## config.mk

```make
export PLATFORM = sky130hd
export DESIGN_NAME = decision_wait_n
export DESIGN_NICKNAME = d
export VERILOG_FILES = /design/src/rtl/decision_wait_n.sv
export SDC_FILE = /design/constraint.sdc
export NUM_CORES = 1
export LEC_CHECK = 0
export BUFFER_PORTS_ARGS = -buffer_cell sky130_fd_sc_hd__buf_2
export CAP_MARGIN = 20
export CORE_AREA = 4 4 41 43
export CTS_CLUSTER_SIZE = 8
export DETAILED_ROUTE_END_ITERATION = 6
export DIE_AREA = 0 0 45 47
export PLACE_DENSITY = 0.67
export REMOVE_ABC_BUFFERS = 1
export SLEW_MARGIN = 20
export SYNTH_ARGS = -nofsm -noshare
export SYNTH_HDL_FRONTEND = slang
export SYNTH_SLANG_ARGS = --single-unit
```

## constraint.sdc

```tcl
create_clock -name clk -period 3.05 [get_ports clk]
set_input_delay 0.305 -clock clk [delete_from_list [all_inputs] [get_ports clk]]
set_output_delay 0.305 -clock clk [all_outputs]
set_load 0.03 [all_outputs]
```

## src/rtl/decision_wait_n.sv

```systemverilog
// N-channel clocked decision-wait: one fire request is matched to exactly one channel request, with
// 2-phase or 4-phase signalling, optional input synchronisers, sticky violation flag and completion counter.
module decision_wait_n #(
  parameter int N          = 2,
  parameter int FOUR_PHASE = 0,
  parameter int SYNC       = 0,
  parameter int CNT_W      = 8
) (
  input  logic             clk,
  input  logic             rst,
  input  logic             fire,
  input  logic [N-1:0]     a,
  output logic [N-1:0]     z,
  output logic             busy,
  output logic             err,
  input  logic             err_clr,
  output logic [CNT_W-1:0] count
);

  typedef enum logic {S_IDLE, S_HOLD} state_t;

  logic         w_f;
  logic [N-1:0] w_s;

  generate
    if (SYNC == 2) begin : g_sync
      logic [1:0]   r_f_sync;
      logic [N-1:0] r_a_sync0;
      logic [N-1:0] r_a_sync1;
      always_ff @(posedge clk or posedge rst) begin
        if (rst) begin
          r_f_sync  <= '0;
          r_a_sync0 <= '0;
          r_a_sync1 <= '0;
        end else begin
          r_f_sync  <= {r_f_sync[0], fire};
          r_a_sync0 <= a;
          r_a_sync1 <= r_a_sync0;
        end
      end
      assign w_f = r_f_sync[1];
      assign w_s = r_a_sync1;
    end else begin : g_nosync
      assign w_f = fire;
      assign w_s = a;
    end
  endgenerate

  state_t           r_state, w_state_nxt;
  logic [N-1:0]     r_z, w_z_nxt;
  logic [N-1:0]     r_hold, w_hold_nxt;
  logic [N-1:0]     r_s_prev;
  logic             r_fph, w_fph_nxt;
  logic             r_err;
  logic [CNT_W-1:0] r_cnt;
  logic             w_err_set;
  logic             w_inc;
  logic [N-1:0]     w_pend;
  logic [N-1:0]     w_win;
  logic             w_fpend;

  // 2-phase: a channel is pending while its request level differs from its ack level.
  assign w_pend  = (FOUR_PHASE != 0) ? w_s : (w_s ^ r_z);
  assign w_win   = w_pend & (~w_pend + {{(N-1){1'b0}}, 1'b1});
  assign w_fpend = w_f ^ r_fph;

  always_comb begin
    w_state_nxt = r_state;
    w_z_nxt     = r_z;
    w_hold_nxt  = r_hold;
    w_fph_nxt   = r_fph;
    w_err_set   = 1'b0;
    w_inc       = 1'b0;
    if (FOUR_PHASE == 0) begin
      if (w_fpend && (|w_pend)) begin
        w_z_nxt   = r_z ^ w_win;
        w_fph_nxt = ~r_fph;
        w_inc     = 1'b1;
        w_err_set = |(w_pend & ~w_win);
      end
    end else begin
      case (r_state)
        S_IDLE: begin
          if (w_f && (|w_s)) begin
            w_z_nxt     = r_z | w_win;
            w_hold_nxt  = w_win;
            w_state_nxt = S_HOLD;
            w_inc       = 1'b1;
            w_err_set   = |(w_s & ~w_win);
          end
        end
        default: begin
          // Other channels rising while a decision is held are violations only.
          w_err_set = |(w_s & ~r_s_prev & ~r_hold);
          if (!w_f && !(|(w_s & r_hold))) begin
            w_z_nxt     = r_z & ~r_hold;
            w_hold_nxt  = '0;
            w_state_nxt = S_IDLE;
          end
        end
      endcase
    end
  end

  always_ff @(posedge clk or posedge rst) begin
    if (rst) begin
      r_state  <= S_IDLE;
      r_z      <= '0;
      r_hold   <= '0;
      r_s_prev <= '0;
      r_fph    <= 1'b0;
      r_err    <= 1'b0;
      r_cnt    <= '0;
    end else begin
      r_state  <= w_state_nxt;
      r_z      <= w_z_nxt;
      r_hold   <= w_hold_nxt;
      r_s_prev <= w_s;
      r_fph    <= w_fph_nxt;
      r_err    <= w_err_set | (r_err & ~err_clr);
      if (w_inc) r_cnt <= r_cnt + CNT_W'(1);
    end
  end

  assign z     = r_z;
  assign err   = r_err;
  assign count = r_cnt;
  assign busy  = ~rst & ((FOUR_PHASE != 0) ? ((r_state == S_HOLD) | w_f) : w_fpend);

endmodule

```

==> metrics.txt <==
# TYPE chip_impl_metric gauge
chip_impl_metric{name="period_minus_slack",unit="ns"} 1.576
chip_impl_metric{name="timing.critical_path.required",unit="ns"} 2.74
chip_impl_info{name="synth.largest_area_cell",value="dfrtp_1"} 1
chip_impl_metric{name="final_area",unit="um2"} 693.2
chip_impl_metric{name="placed_cell_area",unit="um2"} 656.9
chip_impl_info{name="end_kind",value="output port"} 1
chip_impl_metric{name="placedCellCount",unit=""} 75
chip_impl_metric{name="path_buf_inv",unit=""} 1
chip_impl_metric{name="synth-async-reset-ratio",unit="%"} 100.0
chip_impl_metric{name="netlist_area",unit="um2"} 553.0
chip_impl_metric{name="post_synthesis_compound_gate_area_fraction",unit="%"} 4.525
chip_impl_metric{name="max_stage_delay",unit="ns"} 0.41
chip_impl_metric{name="yosys_warnings",unit=""} 0
chip_impl_metric{name="wl_per_cell",unit="um"} 12.80
chip_impl_metric{name="die-area",unit="mm2"} 0.002115
chip_impl_metric{name="detailroute.via_count",unit=""} 397
chip_impl_metric{name="clock_sinks",unit=""} 12
chip_impl_info{name="clock_tree_from_tritoncts",value="done"} 1
chip_impl_info{name="status",value="finished, final reports clean"} 1
chip_impl_metric{name="postRouteWirelength",unit="um"} 1011
chip_impl_metric{name="max_freq",unit="MHz"} 634.3
chip_impl_info{name="worst_hold_path_type",value="in2async"} 1
chip_impl_info{name="synth_top_family_by_area",value="XOR/XNOR gates"} 1
chip_impl_metric{name="timing.critical_path.arrival",unit="ns"} 1.27
chip_impl_metric{name="setup_viol",unit=""} 0
chip_impl_metric{name="synth-edff-count",unit=""} 0
chip_impl_metric{name="final_min_period_over_clock_period",unit="%"} 51.69
chip_impl_metric{name="grt_use_total",unit="%"} 11.08
chip_impl_metric{name="cts_hold_buffers",unit=""} 0
chip_impl_metric{name="cts-root-to-sink-buffers",unit=""} 2
chip_impl_metric{name="area_added_between_synthesis_and_finish",unit="%"} 25.34
chip_impl_metric{name="worstMarginPinSlew",unit="ns"} 0.4454
chip_impl_metric{name="skew",unit="ns"} 0.003568
chip_impl_metric{name="max-slew-margin-rel",unit="%"} 70.09
chip_impl_metric{name="max_cap_viols",unit=""} 0
chip_impl_metric{name="peakVddDrop",unit="V"} 0.0006921
chip_impl_metric{name="crit_path_max_fanout",unit=""} 5
chip_impl_metric{name="antenna_cells",unit=""} 0
chip_impl_metric{name="power_density",unit="mW/mm2"} 1208
chip_impl_metric{name="htree_levels",unit=""} 1
chip_impl_metric{name="register_area",unit="um2"} 300.3
chip_impl_metric{name="port_buffers",unit=""} 17
chip_impl_metric{name="cts_made_buffers",unit=""} 3
chip_impl_metric{name="syn_area_per_cell",unit="um2"} 12.86
chip_impl_metric{name="layoutNonFillerInstCount",unit=""} 79
chip_impl_info{name="cts.root.buffer_cell",value="clkbuf_4"} 1
chip_impl_metric{name="cts_setup_buffers",unit=""} 0
chip_impl_info{name="crit_path_cell_trace",value="xnor2_2 > nor2_1 > buf_2"} 1
chip_impl_metric{name="synthCells",unit=""} 43
chip_impl_metric{name="drt_pass1_iterations",unit=""} 2
chip_impl_metric{name="floorplan.initialDensity",unit="%"} 42.50
chip_impl_metric{name="first_global_vias",unit=""} 373
chip_impl_info{name="yosys_most_used_dff",value="dfrtp_1"} 1
chip_impl_metric{name="clkTransAtPathRegs",unit="ns"} 0.08
chip_impl_metric{name="final_hold_viol_count",unit=""} 0
chip_impl_metric{name="top_level_ports",unit=""} 18
chip_impl_metric{name="place_congestion",unit=""} 0.7895
chip_impl_metric{name="iteration_0_drc_markers",unit=""} 5
chip_impl_info{name="cp_slowest_cell",value="dfrtp_1"} 1
chip_impl_metric{name="final_util",unit="%"} 53.27
chip_impl_metric{name="ys_types",unit=""} 17
chip_impl_info{name="path_delay_family",value="flip-flops"} 1
chip_impl_metric{name="routed_via_count_divided_by_cell_count",unit=""} 5.025
chip_impl_metric{name="layout.nets",unit=""} 72
chip_impl_metric{name="hpwlAfterDp",unit="um"} 795.2
chip_impl_info{name="rsz_0062_raised_after_global_routing",value="no"} 1
chip_impl_metric{name="drt.antenna.violating_nets",unit=""} 0
chip_impl_metric{name="total_leakage_power",unit="nW"} 0.3351
chip_impl_metric{name="fillCellCount",unit=""} 134
chip_impl_metric{name="remaining_drc_errors",unit=""} 0
chip_impl_metric{name="finalMaxSlewViolations",unit=""} 0
chip_impl_info{name="timing.critical_path.from_type",value="register"} 1
chip_impl_info{name="post-synth-top-count-cell",value="dfrtp_1"} 1
chip_impl_metric{name="final_layout_size_suffix_gt1_share",unit="%"} 42.19
chip_impl_info{name="path_class",value="reg2out"} 1
chip_impl_info{name="synth.area.top_cells",value="dfrtp_1 54%, xnor2_1 13%, mux2_2 6.1%, a21oi_4 2.9%, xnor2_2 2.9%"} 1
chip_impl_metric{name="die_height",unit="um"} 47
chip_impl_metric{name="multiInputGateArea",unit="um2"} 245.2
chip_impl_metric{name="number_of_antenna_violations_at_the_first_check_in_global_routing",unit=""} 0
chip_impl_metric{name="share_of_synthesized_cell_area_in_and_or_nand_and_nor_gates",unit="%"} 11.54
chip_impl_metric{name="total_gr_overflow",unit=""} 0
chip_impl_metric{name="die_w",unit="um"} 45
chip_impl_metric{name="synthXorXnorAreaFrac",unit="%"} 17.19
chip_impl_metric{name="floorplan.rows",unit=""} 13
chip_impl_metric{name="synth_adder_area_share",unit="%"} 2.262
chip_impl_metric{name="ys_seq_area_share",unit="%"} 54.30
chip_impl_metric{name="grt_first_pass_wirelength",unit="um"} 1593
chip_impl_metric{name="synth_seq_cells",unit=""} 12
chip_impl_metric{name="core",unit="mm2"} 0.001301
chip_impl_metric{name="muxShareOfSynthArea",unit="%"} 8.824
chip_impl_metric{name="setup_tns",unit="ns"} 0
chip_impl_metric{name="clk-insertion-delay-late",unit="ns"} 0.28
chip_impl_metric{name="cts_resized",unit=""} 0
chip_impl_metric{name="largest_net_degree_at_the_start_of_global_routing",unit=""} 13
chip_impl_metric{name="synth_top_area_share",unit="%"} 54.30
chip_impl_info{name="synth_top_cells_by_count",value="12 x dfrtp_1, 8 x xnor2_1, 3 x mux2_2, 3 x nand3_1"} 1
==> per-stage QoR <==
stage                     power [W]  setup WS [ns]  hold slack [ns]
after global routing      0.0008867          1.406          0.07380
after CTS                 0.0008443          1.481          0.04186
after detailed placement  0.0007138          1.647           0.3435
after floorplan           0.0006049          1.582           0.1697
final                     0.0008371          1.474          0.03080
after global placement    0.0007006          1.677           0.3414
==> where the power goes <==
group	internal (W)	switching, W	leakage, nW
Sequential	0.000226	0.0000616	0.149
Combinational	0.000164	0.000260	0.165
Clock	0.0000726	0.0000536	0.0210
Total	0.000462	0.000375	0.335
==> routing by layer <==
| layer | global-route usage (%) | wire [um] |
|---|---|---|
| met3 | 2.299 | 79 |
| met2 | 15.82 | 422 |
| met1 | 14.52 | 482 |
| met4 | 8.772 | 27 |
| met5 | 0 | 0 |
==> state kept, by name, indices dropped and copies added, names as in the netlist, named ones only <==
name / count
count: 8
err: 1
r_fph: 1
z: 1
==> layout make-up <==
cell class,instances,area share [%]
multi-input combinational,29,35.38
clock buffer,4,5.235
tap,15,2.708
inverter,2,1.083
timing repair buffer,17,12.27
sequential,12,43.32
==> final timing paths <==
check	slack (ns)	end	cells past startpoint	start
setup / recovery	1.47	busy	3	r_fph$_DFFE_PP0P_
hold reg to reg	0.48	count[7]$_DFFE_PP0P_	1	count[7]$_DFFE_PP0P_
min in group clk	0.22	err$_DFF_PP0_	2	err_clr
max in group asynchronous	2.71	count[3]$_DFFE_PP0P_	2	rst
setup reg to reg	1.64	count[1]$_DFFE_PP0P_	3	z[0]$_DFFE_PP0P_
hold / removal	0.03	err$_DFF_PP0_	2	rst
==> kinds of logic (layout without fill, tap and decap cells) <==
group                      after synthesis  after routing
AOI/OAI and AO/OA                        2              2
xor gates and xnor gates                10             10
adders and majority gates                1              1
buffers and inverters                    2             23
DFF                                     12             12
muxes                                    4              4
and+or+nand+nor                         12             12
==> cell usage in the layout, fill, tap and decap left out <==
master / n
nand3_1: 3
dfrtp_1: 12
clkbuf_4: 3
nand2b_1: 1
ha_1: 1
and2_1: 2
a21oi_4: 1
nand4_1: 2
mux2_2: 3
xnor2_1: 8
xnor2_2: 1
inv_1: 2
xor2_1: 1
and3_1: 1
clkbuf_8: 1
nand2_1: 2
o32ai_1: 1
buf_2: 17
mux2_4: 1
nor2_1: 1
Power figures use the tool's default switching activity.
